[src/rtl/mem_port_arbiter.sv]
// -----------------------------------------------------------------------------
// mem_port_arbiter
//
// Shares one combinational memory port between instruction fetch (IF,
// read-only) and the load/store unit (LSU, read/write). Each granted access
// drives mem_en for exactly one cycle, so the memory model sees exactly one
// read or write call per request.
//
// Sequence per access: IDLE (grant) -> ACCESS (mem_en=1) -> RESP (resp_valid=1).
// The LSU has priority. If IF has been waiting through STARVE_LIMIT
// consecutive LSU grants, the next grant goes to IF.
//
// Ports:
//   clk, rst_n                      clock (rising edge), async active-low reset
//   if_req_valid/ready, if_addr     IF read request handshake
//   if_resp_valid, if_rdata         IF response pulse and held read data
//   lsu_req_valid/ready, lsu_wen,   LSU request handshake; wen=1 is a write
//   lsu_addr, lsu_wdata, lsu_wmask
//   lsu_resp_valid, lsu_rdata       LSU response pulse; rdata is 0 for writes
//   mem_en, mem_wen, mem_raddr,     memory port; all zero outside ACCESS
//   mem_waddr, mem_wdata, mem_wmask
//   mem_rdata                       combinational read data from the model
// -----------------------------------------------------------------------------
module mem_port_arbiter #(
   parameter int ADDR_W       = 64,
   parameter int DATA_W       = 64,
   parameter int STARVE_LIMIT = 4
) (
   input  logic              clk,
   input  logic              rst_n,

   input  logic              if_req_valid,
   output logic              if_req_ready,
   input  logic [ADDR_W-1:0] if_addr,
   output logic              if_resp_valid,
   output logic [DATA_W-1:0] if_rdata,

   input  logic              lsu_req_valid,
   output logic              lsu_req_ready,
   input  logic              lsu_wen,
   input  logic [ADDR_W-1:0] lsu_addr,
   input  logic [DATA_W-1:0] lsu_wdata,
   input  logic [7:0]        lsu_wmask,
   output logic              lsu_resp_valid,
   output logic [DATA_W-1:0] lsu_rdata,

   output logic              mem_en,
   output logic              mem_wen,
   output logic [ADDR_W-1:0] mem_raddr,
   output logic [ADDR_W-1:0] mem_waddr,
   output logic [DATA_W-1:0] mem_wdata,
   output logic [7:0]        mem_wmask,
   input  logic [DATA_W-1:0] mem_rdata
);

   localparam int CNT_W = $clog2(STARVE_LIMIT + 1);
   localparam logic [CNT_W-1:0] LIMIT = CNT_W'(STARVE_LIMIT);

   typedef enum logic [1:0] {
      IDLE   = 2'd0,
      ACCESS = 2'd1,
      RESP   = 2'd2
   } state_t;

   state_t           state;
   logic             owner_lsu;   // 1: access in flight belongs to the LSU
   logic [CNT_W-1:0] starve_cnt;  // consecutive LSU grants while IF waited
   logic             grant_lsu;
   logic             grant_if;

   // Grant decision. Only made in IDLE. It is gated by rst_n so that no ready
   // is shown while reset is asserted.
   // NOTE: every signal driven here gets a default first, so no path leaves
   // it unassigned and no latch is inferred.
   always_comb begin
      grant_lsu = 1'b0;
      grant_if  = 1'b0;
      if (rst_n && state == IDLE) begin
         if (lsu_req_valid && (!if_req_valid || starve_cnt < LIMIT))
            grant_lsu = 1'b1;
         else if (if_req_valid)
            grant_if = 1'b1;
      end
   end

   assign if_req_ready  = grant_if;
   assign lsu_req_ready = grant_lsu;

   // The request is latched straight into the mem_* registers at the grant
   // edge. Those registers are non-zero only for the single ACCESS cycle.
   // NOTE: state is updated with non-blocking assignments, so every branch
   // reads the values from before the edge.
   always_ff @(posedge clk or negedge rst_n) begin
      if (!rst_n) begin
         state          <= IDLE;
         owner_lsu      <= 1'b0;
         starve_cnt     <= '0;
         mem_en         <= 1'b0;
         mem_wen        <= 1'b0;
         mem_raddr      <= '0;
         mem_waddr      <= '0;
         mem_wdata      <= '0;
         mem_wmask      <= '0;
         if_resp_valid  <= 1'b0;
         if_rdata       <= '0;
         lsu_resp_valid <= 1'b0;
         lsu_rdata      <= '0;
      end else begin
         case (state)
            IDLE: begin
               if (grant_lsu) begin
                  state     <= ACCESS;
                  owner_lsu <= 1'b1;
                  mem_en    <= 1'b1;
                  mem_wen   <= lsu_wen;
                  mem_raddr <= lsu_addr;
                  mem_waddr <= lsu_addr;
                  mem_wdata <= lsu_wen ? lsu_wdata : '0;
                  mem_wmask <= lsu_wen ? lsu_wmask : 8'h00;
                  // The count only grows while IF is actually being passed over.
                  starve_cnt <= if_req_valid ? starve_cnt + CNT_W'(1) : '0;
               end else if (grant_if) begin
                  state      <= ACCESS;
                  owner_lsu  <= 1'b0;
                  mem_en     <= 1'b1;
                  mem_wen    <= 1'b0;
                  mem_raddr  <= if_addr;
                  mem_waddr  <= if_addr;
                  mem_wdata  <= '0;
                  mem_wmask  <= 8'h00;
                  starve_cnt <= '0;
               end
            end

            ACCESS: begin
               state     <= RESP;
               mem_en    <= 1'b0;
               mem_wen   <= 1'b0;
               mem_raddr <= '0;
               mem_waddr <= '0;
               mem_wdata <= '0;
               mem_wmask <= 8'h00;
               if (owner_lsu) begin
                  lsu_resp_valid <= 1'b1;
                  lsu_rdata      <= mem_wen ? '0 : mem_rdata;
               end else begin
                  if_resp_valid <= 1'b1;
                  if_rdata      <= mem_rdata;
               end
            end

            RESP: begin
               state          <= IDLE;
               if_resp_valid  <= 1'b0;
               lsu_resp_valid <= 1'b0;
            end

            default: begin
               state <= IDLE;
            end
         endcase
      end
   end

endmodule

[config.mk]
export PLATFORM = sky130hd
export DESIGN_NAME = mem_port_arbiter
export DESIGN_NICKNAME = d
export VERILOG_FILES = /design/src/rtl/mem_port_arbiter.sv
export SDC_FILE = /design/constraint.sdc
export NUM_CORES = 1
export LEC_CHECK = 0
export CAP_MARGIN = 0
export CORE_AREA = 2 2 236 238
export DETAILED_ROUTE_END_ITERATION = 8
export DIE_AREA = 0 0 238 240
export HOLD_SLACK_MARGIN = 0.05
export PLACE_DENSITY_LB_ADDON = 0.3
export SLEW_MARGIN = 5
export SYNTH_ARGS = -nofsm -noshare
export SYNTH_HDL_FRONTEND = slang
export SYNTH_SLANG_ARGS = --single-unit
[constraint.sdc]
create_clock -name clk -period 1.5 [get_ports clk]
set_input_delay 0.15 -clock clk [delete_from_list [all_inputs] [get_ports clk]]
set_output_delay 0.15 -clock clk [all_outputs]
set_load 0.005 [all_outputs]
==> results.yml <==
timing:
  final.setup_skew_ns: 0.0204
  worstMarginPinSlew_ns: 0.645
  hold_viol: 0
  fin_ws_ns: -0.134
  slew_headroom_pct: 57.0
  period_share_pct: 109
  setup_viol: 244
  period_needed_ns: 1.63
  fmax_mhz: 612
  maxSlewViolCount: 0
  rsz0062_at_grt: "yes"
synthesis:
  synth_ff_type: "dfrtp_1"
  synth_area_leaders: "dfrtp_1 60%, mux2_2 6.0%, a22o_1 5.6%"
  synth_edf_count: 0
  syn_area_per_cell_sq_um: 12.9
  syn_area_sq_um: 11500
  netlist_instances: 893
  ys_seq_area_share_pct: 59.7
  ys_types: 32
  synth_nets: 1163
  synth_common_cells: "274 x dfrtp_1, 83 x buf_4, 74 x a22o_1"
  synth_warnings: 0
  netlist.top_cell.by_area: "dfrtp_1"
  synth_top_area_share_pct: 59.7
  synthArstFlopShare_pct: 100
  synth_most_common_cell: "dfrtp_1"
  ys_ff_latch: 274
clocking:
  clock_latency_ns: 0.54
  cts_buffers: 35
  cts_tree: "done"
  h-tree-depth: 2
  clkTransAtPathRegs_ns: 0.06
  clockRootBuffer: "clkbuf_16"
  cts_max_path_buffers: 3
  cts_sinks: 274
placement:
  hpwl_mm: 30.8
  post_dp_cell_area_sq_um: 18300
  gp_congestion: 0.781
  io_buffers: 602
pwr:
  combPwrFrac_pct: 32.8
  vdd_drop_max_uv: 646
  leakagePower_nw: 10.1
  internal_power_mw: 20.6
  power_switching_mw: 8.34
  switching_share_pct: 28.8
  p_seq_share_pct: 37.3
  power_frac_clock_pct: 29.9
  cellPowerDensity_nw_per_um2: 1400
setup_path:
  cp_common_cell: "buf_12"
  crit_fanout: 13
  endpoint_kind: "register"
  start_kind: "register"
  worstSetupPathType: "reg -> reg"
  crit_chain: "buf_4 > nand2b_4 > nor2_4 > buf_12 > buf_12 > mux2_2"
  crit_arrival_ns: 2.05
  slowest_stage: "dfrtp_1"
  critPathBufInv: 3
  cpPeakStageDelay_ns: 0.41
  required_ns: 1.92
  path_delay_family: "buffers and inverters"
floorplan:
  design.core.area_sq_um: 54700
  die_w_um: 238
  die_h_um: 240
  start_util_pct: 21.0
  ios: 603
  die_area_sq_um: 57100
  row_count: 86
routing:
  wl_per_cell_um: 19.5
  detail-route-antenna-nets: 0
  via_count: 9688
  drt-total-wl_mm: 45.2
  firstDrtPassIters: 5
  via_per_inst: 4.18
  drt_iter0_drc: 311
  route.detailed.drc: 0
finish:
  diodes: 0
  fillerInstances: 5420
  layout.nets: 1856
  drive_gt1_share_pct: 21.1
  fin_area_sq_um: 20700
  post-route-util_pct: 37.9
  area_growth_pct: 80.5
grt:
  grt_use_total_pct: 14.2
  grt_max_degree: 106
  grt_pass1_wl_mm: 62.5
  grt_pass1_vias: 10042
  antenna_found_initial: 1
  grt-ovfl-total: 0
worst_hold_path:
  hp-class: "in -> reg"
flow_run:
  cap_violations: 0
status:
  outcome: "finished, violations left"
  violations: "negative setup slack"
[layout make-up]
type / instances / area (sq um) / area share [%]
timing repair buffer: 785 / 7800 / 37.7
sequential: 274 / 6870 / 33.1
multi-input combinational: 485 / 3940 / 19.0
clock buffer: 55 / 1120 / 5.42
tap: 704 / 881 / 4.25
clock inverter: 8 / 85.1 / 0.411
inverter: 5 / 18.8 / 0.0906
[power groups by stage]
stage / logic, mW / registers (mW) / clock network [mW]
3_5_place_dp: 9.92 / 11.1 / 0
6_report: 9.52 / 10.8 / 8.65
5_1_grt: 10.2 / 11.1 / 9.28
4_1_cts: 9.09 / 10.8 / 8.95
3_3_place_gp: 9.86 / 11.0 / 0
2_1_floorplan: 2.92 / 11.1 / 0
[state kept, by name, summed over array words and instances (netlist names)]
register	cells
mem_en	1
if_resp_valid	1
mem_wdata	64
owner_lsu	1
starve_cnt	3
if_rdata	64
mem_wmask	8
lsu_resp_valid	1
state	2
mem_wen	1
mem_waddr	64
lsu_rdata	64
[path summary, 6_finish.rpt]
| check | cells past startpoint | start | slack, ns | endpoint |
|---|---|---|---|---|
| max in group asynchronous | 4 | rst_n | 0.44 | mem_waddr[11] |
| worst min register to register | 2 | lsu_rdata[31] | 0.47 | lsu_rdata[31] |
| min in group asynchronous | 4 | rst_n | 0.47 | lsu_rdata[45] |
| worst max-delay path | 6 | state[1] | -0.13 | if_rdata[32] |
| worst min-delay path | 3 | mem_rdata[57] | 0.19 | lsu_rdata[57] |
| worst max register to register | 6 | state[1] | -0.13 | if_rdata[32] |
[cells in the final DEF (no fill, tap or decap), types with 5 or more instances in the layout]
master	count
clkdlybuf4s50_1	267
clkbuf_16	53
mux2_2	39
dlygate4sd2_1	302
dfrtp_2	9
buf_8	9
clkbuf_8	15
a22o_1	74
o2bb2ai_1	61
buf_12	21
buf_4	104
inv_1	5
mux2_4	25
clkdlybuf4s15_1	25
dfrtp_1	265
mux2i_1	58
nand2b_1	64
o21ai_1	31
buf_6	27
o21ai_0	36
nand2_1	66
[per-layer routing]
| layer | track usage, % | share of wire (%) | vias to the layer above |
|---|---|---|---|
| met5 | 0 | 0.020 | - |
| met4 | 4.58 | 2.6 | 2 |
| li1 | - | - | 4490 |
| met3 | 3.94 | 6.2 | 72 |
| met2 | 25.1 | 51 | 337 |
| met1 | 16.7 | 40 | 4787 |
[repair_timing]
| item | CTS | global route |
|---|---|---|
| gates resized for setup | 392 | 111 |
| hold buffers | 2 | 0 |
| hold endpoints to repair | 275 | 0 |
| cloned | 1 | 20 |
| setup buffers | 74 | 23 |
| pin swaps | 9 | 41 |
| endpoints found under the setup margin | 472 | 301 |
[metrics by stage]
stage	worst slack [ns]	hold slack (ns)	setup TNS, ns	power (mW)	instances
2_1_floorplan	0.0238	-0.146	0	14.0	893
3_3_place_gp	-0.338	0.377	-43.67	20.9	2138
3_5_place_dp	-0.363	0.373	-44.62	21.0	2138
4_1_cts	-0.135	0.150	-10.89	28.9	2278
5_1_grt	-0.195	0.178	-29.92	30.6	2316
6_report	-0.134	0.195	-16.03	29.0	2316
[tightest hold or removal path: cells and delay by family]
family,cells,cell delay (ns)
AND/OR/NAND/NOR,1,0.07
buffers and inverters,1,0.41
AO/OA/AOI/OAI,1,0.05
[kinds of logic (layout without fill, tap and decap cells)]
group           Yosys count  count (layout)  share of synthesized area (%)
flops                   274             274                           59.7
compound gates          213             213                           13.9
mux                     129             129                           12.0
fa+ha+maj                 1               1                          0.109
buf+inv                 134             853                           7.83
simple gates            142             142                           6.44
Power figures use the tool's default switching activity.
